## config.mk

```make
export PLATFORM = sky130hd
export DESIGN_NAME = inst_fetch_unit
export DESIGN_NICKNAME = d
export VERILOG_FILES = /design/src/rtl/inst_fetch_unit.sv
export SDC_FILE = /design/constraint.sdc
export NUM_CORES = 1
export LEC_CHECK = 0
export CORE_UTILIZATION = 51
export CTS_BUF_LIST = sky130_fd_sc_hd__clkbuf_2
export DETAILED_ROUTE_END_ITERATION = 8
export GPL_ROUTABILITY_DRIVEN = 0
export PLACE_DENSITY_LB_ADDON = 0.25
export SYNTH_ARGS = -nofsm -noshare
export SYNTH_HDL_FRONTEND = slang
export SYNTH_SLANG_ARGS = --single-unit
```

## constraint.sdc

```tcl
create_clock -name clk -period 6.1 [get_ports clk]
set_clock_uncertainty 0.15 [all_clocks]
set_input_delay 0.915 -clock clk [delete_from_list [all_inputs] [get_ports clk]]
set_output_delay 0.915 -clock clk [all_outputs]
set_load 0.02 [all_outputs]
```

## src/rtl/inst_fetch_unit.sv

```systemverilog
// Instruction fetch: owns the PC, issues single-outstanding imem requests and
// hands a registered instruction to decode over a valid/ready handshake.
module inst_fetch_unit #(
  parameter logic [31:0] RESET_PC = 32'h0000_0000,
  parameter int unsigned TIMEOUT  = 16
) (
  input  logic        clk,
  input  logic        rst_n,
  output logic        imem_req,
  output logic [31:0] imem_addr,
  input  logic        imem_gnt,
  input  logic        imem_rvalid,
  input  logic [31:0] imem_rdata,
  output logic [31:0] inst,
  output logic [31:0] inst_pc,
  output logic [31:0] inst_pc4,
  output logic        inst_valid,
  input  logic        inst_ready,
  input  logic [1:0]  npc_op,
  input  logic        br_taken,
  input  logic [31:0] imm,
  input  logic [31:0] alu_c,
  output logic        fetch_err
);

  typedef enum logic [1:0] {
    S_FETCH,
    S_WAIT,
    S_VALID,
    S_HALT
  } state_t;

  localparam int unsigned CW = (TIMEOUT > 2) ? $clog2(TIMEOUT) : 1;
  localparam logic [CW-1:0] CNT_LAST = CW'(TIMEOUT - 1);

  state_t        state_q;
  logic [31:0]   pc_q;
  logic [31:0]   inst_q;
  logic [31:0]   inst_pc_q;
  logic          valid_q;
  logic          req_q;
  logic          err_q;
  logic [CW-1:0] cnt_q;
  logic [31:0]   npc;
  logic [31:0]   pc_plus4;
  logic [31:0]   pc_plus_imm;

  assign pc_plus4    = inst_pc_q + 32'd4;
  assign pc_plus_imm = inst_pc_q + imm;

  always_comb begin
    npc = pc_plus4;
    case (npc_op)
      2'b00: npc = pc_plus4;
      2'b01: npc = alu_c & 32'hFFFF_FFFE;
      2'b10: npc = br_taken ? pc_plus_imm : pc_plus4;
      2'b11: npc = pc_plus_imm;
      default: npc = pc_plus4;
    endcase
  end

  // req_q is cleared by reset, so the first FETCH cycle after release only
  // raises the request; a grant is honoured only while the request is up.
  always_ff @(posedge clk or negedge rst_n) begin
    if (!rst_n) begin
      state_q   <= S_FETCH;
      pc_q      <= RESET_PC;
      inst_q    <= 32'h0000_0013;
      inst_pc_q <= RESET_PC;
      valid_q   <= 1'b0;
      req_q     <= 1'b0;
      err_q     <= 1'b0;
      cnt_q     <= '0;
    end else begin
      case (state_q)
        S_FETCH: begin
          req_q <= 1'b1;
          if (req_q && imem_gnt) begin
            req_q   <= 1'b0;
            cnt_q   <= '0;
            state_q <= S_WAIT;
          end
        end
        S_WAIT: begin
          if (imem_rvalid) begin
            inst_q    <= imem_rdata;
            inst_pc_q <= pc_q;
            valid_q   <= 1'b1;
            state_q   <= S_VALID;
          end else if (cnt_q == CNT_LAST) begin
            err_q   <= 1'b1;
            state_q <= S_HALT;
          end else begin
            cnt_q <= cnt_q + 1'b1;
          end
        end
        S_VALID: begin
          if (inst_ready) begin
            pc_q    <= npc;
            valid_q <= 1'b0;
            if (npc[1:0] == 2'b00) begin
              req_q   <= 1'b1;
              state_q <= S_FETCH;
            end else begin
              err_q   <= 1'b1;
              state_q <= S_HALT;
            end
          end
        end
        S_HALT: begin
          req_q   <= 1'b0;
          valid_q <= 1'b0;
        end
        default: state_q <= S_HALT;
      endcase
    end
  end

  assign imem_req   = req_q;
  assign imem_addr  = pc_q;
  assign inst       = inst_q;
  assign inst_pc    = inst_pc_q;
  assign inst_pc4   = pc_plus4;
  assign inst_valid = valid_q;
  assign fetch_err  = err_q;

endmodule
```

; ---- Word level (Yosys, flattened, before mapping)
; Index checks and enable logic that the tools add are counted.
; W data, S select, Z words.
[totals]
ff_bits = 105
input_bits = 104
output_inout_bits = 131
wordCells = 67
[classes]
add_sub_neg = 3
eq_ne = 16
mux = 24
n_reduce_logical = 16
[op_table]
columns = op, count
row1 = $pmux W32 S4, 1
row2 = $add A32 B3 Y32 const B, 1
row3 = $add A32 B32 Y32, 1
row4 = $mux W32, 1
row5 = $ne A2 B2 Y1 const B, 8
row6 = $mux W4, 3
row7 = $mux W2, 5
row8 = $mux W1, 9
row9 = $reduce_bool A3 Y1, 3
row10 = $eq A2 B2 Y1 const B, 4
row11 = $pmux W4 S2, 1
row12 = $reduce_and A4 Y1, 2
row13 = $logic_not A2 Y1, 3
row14 = $pmux W1 S3, 2
row15 = $pmux W2 S3, 1
row16 = $reduce_and A3 Y1, 2
row17 = $reduce_and A5 Y1, 1
row18 = $add A4 B1 Y4 const B, 1
row19 = $eq A2 B1 Y1 const B, 2
row20 = $eq A4 B4 Y1 const B, 1
row21 = $reduce_and A2 Y1, 2
row22 = $reduce_bool A2 Y1, 2
row23 = $ne A3 B3 Y1 const B, 1
row24 = $pmux W1 S2, 1
row25 = $logic_and A1 B1 Y1, 1

; ---- Depth between registers and ports, before layout
; Gate-level depths: netlist (run 1).
[depth]
ltp_word = 7
ltp_mapped = 12
depth_no_buf = 12

; ---- Least setup slack after synthesis (run 1)
; Ideal clock, no wire load.
[synth_path]
kind = input port to flip-flop
start = in imm[0]
end = reg pc_q[26] (netlist: imem_addr[26])
setup_time_ps = 72
t_arrival_ps = 3263
setup_slack_ps = 2615
cell_stages = 12
n_path_buf = 0
cell_sequence = ha_1 -> inv_1 -> fa_1 -> nor2b_1 -> o21a_1 -> a311o_1 -> a31oi_1 -> o21a_1 -> a2111o_1 -> a21oi_1 -> mux2_2 -> nor2_1
[synth_via]
elab_chain_cells = 3
[synth_rtl]
columns = item, line_no
row1 = from (decl), 21  ; input logic [31:0] imm,
row2 = $add A32 B32 Y32 (*), 49  ; assign pc_plus_imm = inst_pc_q + imm;
row3 = $mux W32, 56  ; 2'b10: npc = br_taken ? pc_plus_imm : pc_plus4;
row4 = $pmux W32 S4 (*), 53  ; case (npc_op)
row5 = to (signal assigned), 99  ; pc_q <= npc;
row6 = to (decl), 37  ; logic [31:0] pc_q;
; Mark *: on every way between the ends. The rest lies on a longest branch, timed or not.
; A chain may end at the register's enable or synchronous reset.

; ---- Worst setup path after layout (run 1)
[layout_path]
start = reg inst_pc_q[4] (netlist: inst_pc[4])
end = out inst_pc4[27]
[layout_via]
elab_chain_cells = 1
[layout_rtl]
columns = item, line_no
row1 = from (decl), 39  ; logic [31:0] inst_pc_q;
row2 = from (signal assigned), 87  ; inst_pc_q <= pc_q;
row3 = $add A32 B3 Y32, 48  ; assign pc_plus4 = inst_pc_q + 32'd4;
row4 = to (decl), 16  ; output logic [31:0] inst_pc4,
; Every way passes these cells.

==> results of run 1 <==
critical path, cell delays in order (launching register included):
cell and delay (ns):
dfrtp_1 0.58, nand4_1 0.29, nor2_1 0.49, nand3_1 0.32, nor2_1 0.39, nand3_1 0.16, xnor2_1 0.23, clkdlybuf4s50_1 0.65
power by group through the flow:
| stage | sequential [mW] | clock [mW] | combinational, mW |
|---|---|---|---|
| after detailed placement | 1.38 | 0 | 3.05 |
| after global routing | 1.42 | 0.377 | 3.30 |
| after floorplan | 1.68 | 0 | 1.48 |
| final | 1.37 | 0.340 | 3.08 |
| after global placement | 1.35 | 0 | 2.97 |
| after CTS | 1.37 | 0.353 | 3.07 |
metal layers:
| layer | global-route usage | vias to the layer above |
|---|---|---|
| li1 | - | 2934 |
| met2 | 0.532 | 343 |
| met1 | 0.356 | 3071 |
| met3 | 0.0767 | 63 |
| met5 | 0 | - |
| met4 | 0.154 | 0 |
registers in the layout (all words and copies together), names as in the netlist:
name,cells
cnt_q,4
imem_addr,32
inst,32
inst_valid,1
inst_pc,32
fetch_err,1
state_q,2
imem_req,1
cell families after synthesis:
| group | share of synthesized area |
|---|---|
| muxes | 0.125 |
| AOI/OAI and AO/OA | 0.174 |
| xor gates and xnor gates | 0.0700 |
| and+or+nand+nor | 0.134 |
| adders and majority gates | 0.0737 |
| buffers and inverters | 0.0318 |
| DFF | 0.391 |
cell usage in the layout (no fill, tap or decap), types with 5 or more instances in the layout:
cell	Yosys	layout
a211oi_1	8	8
a21o_1	12	12
a21oi_1	38	38
a221oi_1	12	12
a222oi_1	11	11
a31oi_1	6	6
buf_4	2	6
clkbuf_2	0	10
clkdlybuf4s50_1	0	232
dfrtp_1	102	102
ha_1	38	38
inv_1	18	18
mux2_2	73	73
nand2_1	71	70
nand3_1	22	22
nand4_1	9	9
nor2_1	39	39
nor2b_1	5	5
nor3_1	8	8
nor4_1	5	5
o21a_1	8	8
o21ai_0	34	34
o21bai_1	5	5
o221ai_1	6	6
xnor2_1	29	29
xor2_1	21	21
through the flow:
step                total power, mW  worst slack [ns]  hold WS [ns]  cells  cell area (µm²)
floorplan                      3.16              2.61         0.351    676             6730
global placement               4.32              1.85         0.310   1055             9160
detailed placement             4.43              1.81         0.315   1055             9160
CTS                            4.79              1.39        0.0671   1071             9280
global route                   5.09              1.09         0.106   1072             9290
finish                         4.79              1.31        0.0903   1072             9290
final timing paths:
kind,from,to,slack [ns],cells after the start
hold / removal,rst_n,inst_pc[22],0.09,1
setup / recovery,inst_pc[4],inst_pc4[27],1.31,7
hold reg to reg,fetch_err,fetch_err,0.37,1
setup reg to reg,inst_pc[0],imem_addr[26],2.71,12
min in group clk,fetch_err,fetch_err,0.37,1
max in group asynchronous,rst_n,inst_pc[7],4.49,2
area by class of cell:
type | count | area (µm²)
Tap cell | 172 | 215
Timing Repair Buffer | 238 | 2370
Inverter | 18 | 67.6
Sequential cell | 105 | 2630
Clock buffer | 10 | 50.0
Multi-Input combinational cell | 522 | 3880
Clock inverter | 6 | 68.8
Antenna cell | 1 | 2.50
Fill cell | 947 | 3440
==> impl_metrics.json, run 1 <==
{
  "status": "completed",
  "h-tree-depth": 3,
  "numCtsBuffers": 9,
  "switching_share": 0.456,
  "netlist_instances": 676,
  "hold_path_class": "in -> async",
  "cts.repair.resized": 0,
  "ant_nets": 0,
  "wl_met1_um": 7890,
  "postLayoutCoreUtil": 0.730,
  "peakVddDrop_mv": 0.281,
  "slew_violations": 0,
  "arrival_ns": 3.72,
  "yosys_warnings": 0,
  "dr.max_layer_used": "met4",
  "cts_tree": "built",
  "synth_common_cells": "dfrtp_1, mux2_2, nand2_1",
  "die_h_um": 117,
  "grt-ovfl-total": 0,
  "async_flop_share": 1.00,
  "p_comb_frac": 0.643,
  "grt_use_total": 0.308,
  "internal_power_mw": 2.61,
  "hold_viol": 0,
  "ys.flop_type": "dfrtp_1",
  "io_pins": 235,
  "seq_area_frac_synth": 0.391,
  "fin_tns_setup_ns": 0,
  "die-area_mm2": 0.0137,
  "ys_seq_elements": 105,
  "firstDrtPassIters": 5,
  "syn_area_per_cell_um2": 9.95,
  "cp.required_ns": 5.03,
  "start_util": 0.529,
  "post-synth-top-count-cell": "dfrtp_1",
  "area_delta_synth_final_pct": 38.1,
  "synth_area_leaders": "dfrtp_1, mux2_2, ha_1",
  "cts-root-buf": "clkbuf_2",
  "clkLatencyLatePin_ns": 0.63,
  "power_frac_clock": 0.071,
  "power_frac_seq": 0.286,
  "layout-drive-gt1-share": 0.131,
  "cts_buffer_depth": 2,
  "syn_nets": 819,
  "synth_top_area_frac": 0.380,
  "drcViolationCount": 0,
  "grt_max_degree": 61,
  "drv_cap": 0,
  "dp_hpwl_um": 15200,
  "core_mm2": 0.0127,
  "drtIter0Drc": 500,
  "endpoint_kind": "primary output",
  "die-width_um": 117,
  "grt_setup_unrepaired": "false",
  "clock_sinks": 105,
  "postCtsSetupRepairBufs": 0,
  "synthDistinctLibCells": 71,
  "power_density_mw_per_mm2": 515,
  "maxSlewHeadroom": 0.413,
  "wl_met2_um": 10200,
  "crit_type": "reg -> out",
  "via_per_inst": 5.98,
  "via_count": 6411,
  "grt_pass1_vias": 6474,
  "syn_area_mm2": 0.00673,
  "max_slew.worst_pin.slew_ns": 0.881,
  "grt_pass1_wl_um": 31900,
  "wl_per_cell_um": 19.1,
  "antenna_found_initial": 1,
  "final_nets": 1037,
  "io_buffers": 233,
  "period_share": 0.785,
  "power_leakage_nw": 3.88,
  "wl_um": 20500,
  "synth-edff-count": 0,
  "cts_hold_buffers": 0,
  "crit_fanout": 8,
  "row_count": 41,
  "yosys.area.top_type": "dfrtp_1",
  "fin_crit_ns": 4.79,
  "worst_setup_path_start_kind": "register",
  "path_clk_slew_ns": 0.31,
  "switchingPower_mw": 2.18,
  "setup_viol": 0,
  "fmax_mhz": 209,
  "wl_met3_um": 1750
}
Power figures use the tool's default switching activity.
==> inputs of run 2 (changes only) <==
--- a/config.mk
+++ b/config.mk
@@ -5,7 +5,7 @@
 export SDC_FILE = /design/constraint.sdc
 export NUM_CORES = 1
 export LEC_CHECK = 0
-export CORE_UTILIZATION = 51
+export CORE_UTILIZATION = 47
 export CTS_BUF_LIST = sky130_fd_sc_hd__clkbuf_2
 export DETAILED_ROUTE_END_ITERATION = 8
 export GPL_ROUTABILITY_DRIVEN = 0
==> constraint.sdc (replaced) <==
create_clock -name clk -period 4.45 [get_ports clk]
set_clock_uncertainty 0.15 [all_clocks]
set_input_delay 0.6675 -clock clk [delete_from_list [all_inputs] [get_ports clk]]
set_output_delay 0.6675 -clock clk [all_outputs]
set_load 0.02 [all_outputs]
==> run 2 against run 1 <==
Compared with the run above:
- sequential power is 37% higher
- count of clock-buffer cells in the layout unchanged
- critical path depth grew 1
- worst hold slack improved by 0.27 ns
- power is 36% higher
- register-to-register slack lost 1.6 ns
- combinational power is 37% higher
- die area increased by 8.4%
==> impl_metrics.json, run 2 (same netlist as run 1, synthesis figures left out) <==
{
  "critical_path.max_stage_delay_ns": 0.64,
  "cp.required_ns": 3.63,
  "die_h_um": 122,
  "reg2reg_to": "imem_addr[26]",
  "power_density_mw_per_mm2": 698,
  "clkLatencyLatePin_ns": 0.61,
  "peakVddDrop_mv": 0.414,
  "period_share": 0.959,
  "io_buffers": 233,
  "drv_cap": 0,
  "final_cell_mix": "clkdlybuf4s50_1, dfrtp_1, mux2_2, nand2_1",
  "grt_pass1_vias": 6467,
  "dp_hpwl_um": 15600,
  "grt-ovfl-total": 0,
  "critical-path-slowest-cell": "clkdlybuf4s50_1",
  "ant_nets": 0,
  "multi_input_area_mm2": 0.00389,
  "hold_end": "fetch_err",
  "rrSetupSlack_ns": 1.15,
  "setup_viol": 0,
  "hold_path_class": "reg -> reg",
  "arrival_ns": 3.45,
  "placed_cells": 1068,
  "postCtsSetupRepairBufs": 0,
  "drtIter0Drc": 520,
  "power_leakage_nw": 3.90,
  "fin_crit_ns": 4.27,
  "start_util": 0.483,
  "firstDrtPassIters": 6,
  "final_nets": 1043,
  "die-area_mm2": 0.0148,
  "die-width_um": 122,
  "worst_slack_ns": 0.184,
  "nFillCells": 1117,
  "path_delay_family": "simple AND/OR/NAND/NOR gates",
  "numCtsBuffers": 9,
  "fmax_mhz": 234,
  "h-tree-depth": 3,
  "worstRegToRegCells": 12,
  "dp_slack_ns": 0.519,
  "core_mm2": 0.0139,
  "antenna_found_initial": 0,
  "row_count": 43,
  "cts_tree": "built",
  "cts_buffer_depth": 2,
  "min_from": "fetch_err",
  "clock_sinks": 105,
  "r2r-start": "inst_pc[0]",
  "maxSlewHeadroom": 0.427,
  "grt_use_total": 0.283,
  "critPathBufInv": 3,
  "wl_um": 20700,
  "hold_depth": 1,
  "max_slew.worst_pin.slew_ns": 0.857,
  "drcViolationCount": 0,
  "stdcell_count": 1086,
  "io_pins": 235,
  "worst_setup_path_start_kind": "register",
  "cts-root-buf": "clkbuf_2",
  "via_per_inst": 5.86,
  "slew_violations": 0,
  "layout-drive-gt1-share": 0.137,
  "final_common_cell": "clkdlybuf4s50_1",
  "endpoint_kind": "primary output",
  "crit_type": "reg -> out",
  "regArea_mm2": 0.00263,
  "area_delta_synth_final_pct": 38.6,
  "status": "completed",
  "path_clk_slew_ns": 0.28,
  "via_count": 6369,
  "crit_fanout": 6,
  "timing.critical_path.mode_cell": "inv_1",
  "cp_cell_sequence": "ha_1 > inv_1 > or4_4 > or2_4 > inv_1 > nand2_1 > xnor2_1 > clkdlybuf4s50_1",
  "grt_max_degree": 56,
  "hold_viol": 0,
  "wl_per_cell_um": 19.1,
  "grt_pass1_wl_um": 32500
}
[run 2: cell types whose count changed in the layout (fill, tap and decap cells not counted), sizes merged]
cell / previous run / this run
buf: 6 / 11
inv: 19 / 18
clkinvlp: 1 / 0
clkinv: 3 / 6
dlygate4sd3: 0 / 1
bufinv: 1 / 0
[run 2: cell type report]
cell class	instances	share of cell area
Inverter	18	0.00725
Multi-Input combinational cell	522	0.417
Timing Repair Buffer	244	0.259
Clock buffer	10	0.00537
Antenna cell	1	0.000269
Clock inverter	6	0.00376
Tap cell	180	0.0242
Sequential cell	105	0.283
[run 2: layer usage]
layer / up-vias / GRT usage / wire length, µm
met5: - / 0 / 0
met4: 0 / 0.113 / 471
met3: 38 / 0.0684 / 1770
met2: 311 / 0.482 / 10100
met1: 3078 / 0.343 / 8370
li1: 2942 / - / -
[run 2: repair_timing]
| item | in CTS | in global routing |
|---|---|---|
| resized for setup | 0 | 3 |
| setup endpoints to repair | 0 | 4 |
| hold buffers | 1 | 0 |
| endpoints found under the hold margin | 51 | 0 |
[run 2: how the worst max path moves through the flow]
stage,cells past startpoint,end,from
after global routing,7,inst_pc4[27],inst_pc[4]
after detailed placement,13,imem_addr[26],imm[0]
after CTS,8,inst_pc4[24],inst_pc[2]
after floorplan,12,imem_addr[26],imm[0]
final,8,inst_pc4[24],inst_pc[3]
after global placement,13,imem_addr[26],imm[0]
[run 2: through the flow]
step / setup TNS [ns] / cell area (µm²) / util / power [mW] / hold WS (ns)
2_1_floorplan: 0 / 6730 / - / 4.33 / 0.222
3_3_place_gp: 0 / 9220 / 0.661 / 5.96 / 0.310
3_5_place_dp: 0 / 9220 / 0.661 / 6.09 / 0.311
4_1_cts: 0 / 9310 / 0.668 / 6.50 / 0.366
5_1_grt: -0.0136 / 9320 / 0.669 / 6.91 / 0.394
6_report: 0 / 9320 / 0.669 / 6.51 / 0.360
[run 2: where the power goes]
part,switching [mW],internal (mW)
logic,2.17,2.05
clock network,0.328,0.0730
registers,0.479,1.40
total,2.98,3.52
